[src/rtl/mealy_pkg.sv]
// Shared types and elaboration-time helpers for the Mealy pattern detector.
// kmp_next builds the next-state table for a fixed pattern.
package mealy_pkg;

  localparam int unsigned KMP_MAX_LEN = 64;
  localparam int unsigned KMP_IDX_W   = 6;

  typedef logic [KMP_MAX_LEN-1:0] pat_t;
  typedef logic [KMP_IDX_W-1:0]   state_idx_t;

  // Longest j < len such that the last j received bits (prefix[0..state-1], then b)
  // equal pattern[0..j-1]. A full-length hit therefore yields F(len).
  function automatic state_idx_t kmp_next(input pat_t pattern, input int unsigned len,
                                          input state_idx_t state, input logic b);
    pat_t        seq;
    int unsigned k;
    int unsigned best;
    int unsigned base;
    logic        ok;
    k        = 32'(state);
    best     = 0;
    seq      = pattern;
    seq[k]   = b;
    for (int unsigned j = 1; j < KMP_MAX_LEN; j++) begin
      if (k < len && j <= k + 1 && j < len) begin
        base = k + 1 - j;
        ok   = 1'b1;
        for (int unsigned i = 0; i < KMP_MAX_LEN; i++) begin
          if (i < j) begin
            if (seq[base + i] != pattern[i]) ok = 1'b0;
          end
        end
        if (ok) best = j;
      end
    end
    return state_idx_t'(best);
  endfunction

endpackage

[src/rtl/mealy_match_counter.sv]
// Saturating match counter, present only when MEALY_MATCH_CNT_EN is defined.
`ifdef MEALY_MATCH_CNT_EN
module mealy_match_counter #(
  parameter int unsigned W = 8
) (
  input  logic         clk,
  input  logic         Resetn,
  input  logic         clear,
  input  logic         inc,
  output logic [W-1:0] count
);

  always_ff @(posedge clk or negedge Resetn) begin
    if (!Resetn) begin
      count <= '0;
    end else if (clear) begin
      count <= '0;
    end else if (inc && (count != '1)) begin
      count <= count + W'(1);
    end
  end

endmodule
`endif

[src/rtl/mealy_pattern_detector.sv]
// Parametrised Mealy serial pattern detector with overlap/non-overlap modes.
// Optional saturating match counter enabled by MEALY_MATCH_CNT_EN.
module mealy_pattern_detector
  import mealy_pkg::*;
#(
  parameter int unsigned          PAT_LEN = 4,
  parameter logic [PAT_LEN-1:0]   PATTERN = 4'b1011,
  parameter bit                   OVERLAP = 1'b1
`ifdef MEALY_MATCH_CNT_EN
  ,
  parameter int unsigned          MATCH_CNT_W = 8
`endif
) (
  input  logic                       clk,
  input  logic                       Resetn,
  input  logic                       en,
  input  logic                       w,
  input  logic                       clear,
  output logic                       z,
  output logic [$clog2(PAT_LEN)-1:0] state_o
`ifdef MEALY_MATCH_CNT_EN
  ,
  output logic [MATCH_CNT_W-1:0]     match_cnt
`endif
);

  localparam int unsigned    SW        = $clog2(PAT_LEN);
  localparam int unsigned    NUM_CODES = 2 ** SW;
  localparam logic [SW-1:0]  LAST      = SW'(PAT_LEN - 1);
  localparam pat_t           PAT_PAD   = pat_t'(PATTERN);

  logic [SW-1:0] state;
  logic [SW-1:0] state_nxt;
  logic [SW-1:0] nxt_tab [NUM_CODES][2];

  // Next-state table; unused encodings fall back to S0 via kmp_next.
  for (genvar s = 0; s < NUM_CODES; s++) begin : g_state
    for (genvar b = 0; b < 2; b++) begin : g_bit
      localparam bit         LAST_HIT = (s == int'(PAT_LEN) - 1) && (PAT_PAD[s] == 1'(b));
      localparam state_idx_t NXT      = kmp_next(PAT_PAD, PAT_LEN, state_idx_t'(s), 1'(b));
      assign nxt_tab[s][b] = (LAST_HIT && !OVERLAP) ? '0 : SW'(NXT);
    end
  end

  always_ff @(posedge clk or negedge Resetn) begin
    if (!Resetn) begin
      state <= '0;
    end else begin
      state <= state_nxt;
    end
  end

  always_comb begin
    state_nxt = state;
    z         = 1'b0;
    if (clear) begin
      state_nxt = '0;
    end else if (en) begin
      state_nxt = nxt_tab[state][w];
      z         = Resetn && (state == LAST) && (w == PATTERN[PAT_LEN-1]);
    end
  end

  assign state_o = state;

`ifdef MEALY_MATCH_CNT_EN
  mealy_match_counter #(
    .W(MATCH_CNT_W)
  ) u_match_counter (
    .clk    (clk),
    .Resetn (Resetn),
    .clear  (clear),
    .inc    (z),
    .count  (match_cnt)
  );
`endif

endmodule
[config.mk]
export PLATFORM = sky130hd
export DESIGN_NAME = mealy_pattern_detector
export DESIGN_NICKNAME = d
export VERILOG_FILES = /design/src/rtl/mealy_pkg.sv /design/src/rtl/mealy_match_counter.sv /design/src/rtl/mealy_pattern_detector.sv
export SDC_FILE = /design/constraint.sdc
export NUM_CORES = 1
export LEC_CHECK = 0
export BUFFER_PORTS_ARGS = -buffer_cell sky130_fd_sc_hd__buf_4
export CAP_MARGIN = 30
export CORE_AREA = 2 2 39 41
export DETAILED_ROUTE_END_ITERATION = 8
export DIE_AREA = 0 0 41 43
export GPL_TIMING_DRIVEN = 0
export SYNTH_ARGS = -nofsm -noshare
export SYNTH_HDL_FRONTEND = slang
export SYNTH_SLANG_ARGS = --single-unit
[constraint.sdc]
create_clock -name clk -period 1.2 [get_ports clk]
set_input_delay 0.24 -clock clk [delete_from_list [all_inputs] [get_ports clk]]
set_output_delay 0.24 -clock clk [all_outputs]
set_load 0.02 [all_outputs]
# After elaboration in Yosys (flattened, before gate mapping)
# Index checks and enable logic that the tools add are counted.
dict set report totals {
  elab_cells 19
  output_inout_bits 3
  input_bits 5
  regBits 2
}
dict set report op_classes {
  n_eq_ne 1
  reduce_logical 3
  bitwise 2
  order_cmp 2
  muxes 10
}
# op n
set ops {}
lappend ops {{2-bit two-way mux} 5}
lappend ops {{4-bit binary-select mux with 2-bit select} 1}
lappend ops {{4-bit two-way mux} 2}
lappend ops {{3-bit >= comparator, second input constant} 1}
lappend ops {{2-bit inverter with 3-bit output} 1}
lappend ops {{2-bit equality test, second input constant} 1}
lappend ops {{2-bit >= comparator, second input constant} 1}
lappend ops {{1-bit logical AND} 2}
lappend ops {{1-bit two-way mux} 2}
lappend ops {{1-bit inverter with 2-bit output} 1}
lappend ops {{2-bit nonzero test} 1}

# Longest topological paths before layout
dict set report depth {
  word_depth 9
  mapped_depth 5
  mapped_depth_nobuf 5
}

# Worst setup path after synthesis
# No wires, ideal clock.
dict set report synth_timing {
  path_kind {register to register}
  startpoint {reg state[0] (netlist: state_o[0])}
  endpoint {reg state[0] (netlist: state_o[0])}
  n_path_buf 0
  synth_period_minus_slack_ps 1399
  setup_slack_ps -199
  arrival_ps 1264
  setup_ps 135
  path_stages_with_launch 6
  t_required_ps 1065
  cell_sequence {dfrtp_1 inv_1 ha_1 or3b_1 o21ai_1 a2111oi_2}
}
dict set report synth_between {
  elab_chain_len 9
}
# element line_no
set synth_lines {}
lappend synth_lines {{from (decl)} mealy_pattern_detector.sv:32} ;# logic [SW-1:0] state;
lappend synth_lines {{from (signal assigned)} mealy_pattern_detector.sv:49} ;# state <= state_nxt;
lappend synth_lines {{2-bit inverter with 3-bit output (implied by the code)} mealy_pattern_detector.sv:59} ;# state_nxt = nxt_tab[state][w];
lappend synth_lines {{4-bit binary-select mux with 2-bit select} mealy_pattern_detector.sv:59}
lappend synth_lines {{4-bit two-way mux (implied by the code) (2 in a row)} mealy_pattern_detector.sv:59}
lappend synth_lines {{2-bit two-way mux (implied by the code) (3 in a row)} mealy_pattern_detector.sv:59}
lappend synth_lines {{2-bit two-way mux} mealy_pattern_detector.sv:58} ;# end else if (en) begin
lappend synth_lines {{2-bit two-way mux} mealy_pattern_detector.sv:56} ;# if (clear) begin
# No other way between the ends. The select of a mux whose other input is x is not followed.
# A chain may end at the register's enable or synchronous reset.

# Worst setup path after layout
dict set report layout_timing {
  startpoint {reg state[1] (netlist: state_o[1])}
  endpoint {out z}
}
dict set report layout_between {
  elab_chain_len 5
}
# element line_no
set layout_lines {}
lappend layout_lines {{2-bit equality test} mealy_pattern_detector.sv:60} ;# z = Resetn && (state == LAST) && (w == PATTERN[PAT_LEN-1]);
lappend layout_lines {{1-bit logical AND (2 in a row)} mealy_pattern_detector.sv:60}
lappend layout_lines {{1-bit two-way mux} mealy_pattern_detector.sv:58}
lappend layout_lines {{1-bit two-way mux} mealy_pattern_detector.sv:56}
lappend layout_lines {{to (decl)} mealy_pattern_detector.sv:19} ;# output logic z,
# No other way between the ends.

==> out/metrics.cfg <==
[outcome]
outcome = complete, but fails checks
violations = setup timing

[sta]
worst_pin_slew_ns = 0.305
rsz0062_at_grt = true
period_share_pct = 111
final-setup-viol-count = 3
hold_viol = 0
max_slew_margin_pct = 79.6
fin_ws_ns = -0.130
fin_skew_ns = 0.00186
fin_crit_ns = 1.33
whs_ns = 0.208
slew_viol_final = 0
fmax_mhz = 752

[critical_path]
cp.required_ns = 0.96
startpoint_type = register
r2r_slack_ns = -0.13
crit_type = register to primary output
cpMaxStageDelayCell = dfrtp_2
critical_path.endpoint_type = primary output
regToRegEndpoint = state_o[0]
max_stage_delay_ns = 0.42
crit_chain = ha_4 > nand4_1 > nor2_2 > buf_6
reg2reg_from = state_o[1]
cp_max_fo = 5
reg2reg_depth = 5
cp.arrival_ns = 1.09

[pwr]
p_seq_share_pct = 26.5
ir_drop_mv = 0.174
pwr-share-comb_pct = 28.7
power.density_nw_per_um2 = 958
swShare_pct = 27.7
netSwitchingPower_uw = 88.9
clkPwrFrac_pct = 44.8
p_int_uw = 232
leakage_nw = 0.143

[floorplan]
fp.dieW_um = 41
floorplan.initialDensity_pct = 12.0
core_area_um2 = 1380
rows = 14
die_y_um = 43
fp.dieArea_um2 = 1760
top_level_ports = 8

[cells_and_area]
nNetsFinal = 41
layout.cells.most_common = buf_4
largest_reg_flops = 2
drive_gt1_share_pct = 71.0
area_growth_pct = 102
n_antenna_cell = 0
final_util_pct = 24.2
final_cell_mix = buf_4 (8), clkbuf_4 (3)

[synth]
synth_mux_area_share_pct = 6.02
seq_area_frac_synth_pct = 30.1
synth.top_cell.area_share_pct = 30.1
synth_area_leader_cell = dfrtp_1
postSynthAreaPerCell_um2 = 9.79
yosys.area_share.adder_pct = 22.6
synthCells = 17
ys_top_cells_by_area = dfrtp_1 (30%), ha_1 (23%), a2111oi_2 (9.0%), nor2_1 (6.8%), mux2i_1 (6.0%)
synth-xor-area-share_pct = 0
ys_ff_latch = 2
synthSimpleGateAreaFrac_pct = 20.3
yosys_warnings = 0
synth_compound_area_share_pct = 16.5
syn-num-nets = 25
yosysUniqueCellTypes = 11
syn_area_um2 = 166
synth_top_family_by_area = adder cells

[clocking]
root_buffer = clkbuf_4
cts_buffer_depth = 2
clkLatencyLatePin_ns = 0.22
htreeDepth = 1
cts_inserted_buffers = 3
cts_tree = built
path_clk_slew_ns = 0.03
cts.sinks = 2

[detailed_routing]
drt_iter0_drc = 1
drc = 0
wire_per_inst_um = 11.1
postRouteAntennaNets = 0
viasPerCell = 4.11
firstDrtPassIters = 2
via_count = 193
drt-total-wl_um = 524

[min_path]
min_delay_path_depth = 2
min_from = clear
hold-path-endpoint = state_o[0]
hp-class = input pin to register

[placed_design]
dpl.hpwl_um = 337
place_congestion = 0.610
port_buffers = 7

[grt]
grt_pass1_vias = 199
grt_max_degree = 7
grtUsageTotal_pct = 6.60
grt_overflow = 0
antenna_found_initial = 0
grt_pass1_wl_um = 752

[job]
max_cap_violations = 0

-- per-layer routing --
layer / global-route usage (%) / part of all wire, % / vias up
li1: - / - / 90
met1: 5.08 / 34 / 94
met2: 11.9 / 58 / 9
met3: 3.14 / 7.8 / 0
met4: 4.00 / 0 / 0
met5: 0 / 0 / -
-- worst max path at each step --
stage	start	endpoint	slack [ns]	depth (start not counted)
after floorplan	state_o[0]	state_o[0]	-0.09	5
after global placement	state_o[0]	state_o[0]	-0.07	5
after detailed placement	state_o[0]	state_o[0]	-0.09	5
after CTS	state_o[1]	z	-0.16	4
after global routing	state_o[1]	z	-0.19	4
final	state_o[1]	z	-0.13	4
-- power groups by stage --
stage / clock [mW] / combinational [mW] / sequential [mW]
6_report: 0.144 / 0.0921 / 0.0851
2_1_floorplan: 0 / 0.0277 / 0.0890
5_1_grt: 0.154 / 0.101 / 0.0856
4_1_cts: 0.150 / 0.0858 / 0.0843
3_5_place_dp: 0 / 0.0654 / 0.0845
3_3_place_gp: 0 / 0.0631 / 0.0845
-- cell usage after synthesis --
cell type / count
a2111oi_2: 1
a211oi_1: 1
dfrtp_1: 2
ha_1: 3
inv_1: 2
mux2i_1: 1
nand4_1: 1
nor2_1: 3
nor3b_1: 1
o21ai_1: 1
or3b_1: 1
-- stage by stage --
step / TNS, ns / instance area (um^2) / instances / setup slack (ns) / power, mW
floorplan: -0.0875 / 174 / 17 / -0.0875 / 0.117
global placement: -0.0727 / 246 / 40 / -0.0727 / 0.148
detailed placement: -0.0937 / 246 / 40 / -0.0937 / 0.150
CTS: -0.289 / 328 / 47 / -0.157 / 0.320
global route: -0.410 / 335 / 47 / -0.186 / 0.341
finish: -0.272 / 335 / 47 / -0.130 / 0.321
-- logic make-up (layout without fill, tap and decap cells) --
group | Yosys count | count (layout)
AO/OA/AOI/OAI | 3 | 3
AND/OR/NAND/NOR | 6 | 6
flip-flops | 2 | 2
buffers and inverters | 2 | 16
multiplexers | 1 | 1
adder cells (fa/ha/maj) | 3 | 3
-- worst max-delay path: cells and delay by family (launching register included) --
kind / cells / cell delay, ns
adders and majority gates: 1 / 0.14
buffers and inverters: 1 / 0.12
DFF: 1 / 0.42
and+or+nand+nor: 2 / 0.18
-- repair_timing --
action                                  4_1_cts  5_1_grt
hold endpoints to repair                      2        0
endpoints found under the setup margin        2        4
gates resized for setup                       4        2
pin swaps                                     4        2
hold buffers                                  1        0
setup buffers                                 3        0
cloned                                        0        0
-- area by class of cell --
class,count,area (um^2)
repair buffers,11,92.6
fillers,151,1050
well taps,16,20.0
inverters,2,7.51
flip-flops and latches,2,52.6
multi-input cells,13,140
clock buffers,3,22.5
No activity file was read; power rests on OpenSTA's default activity.
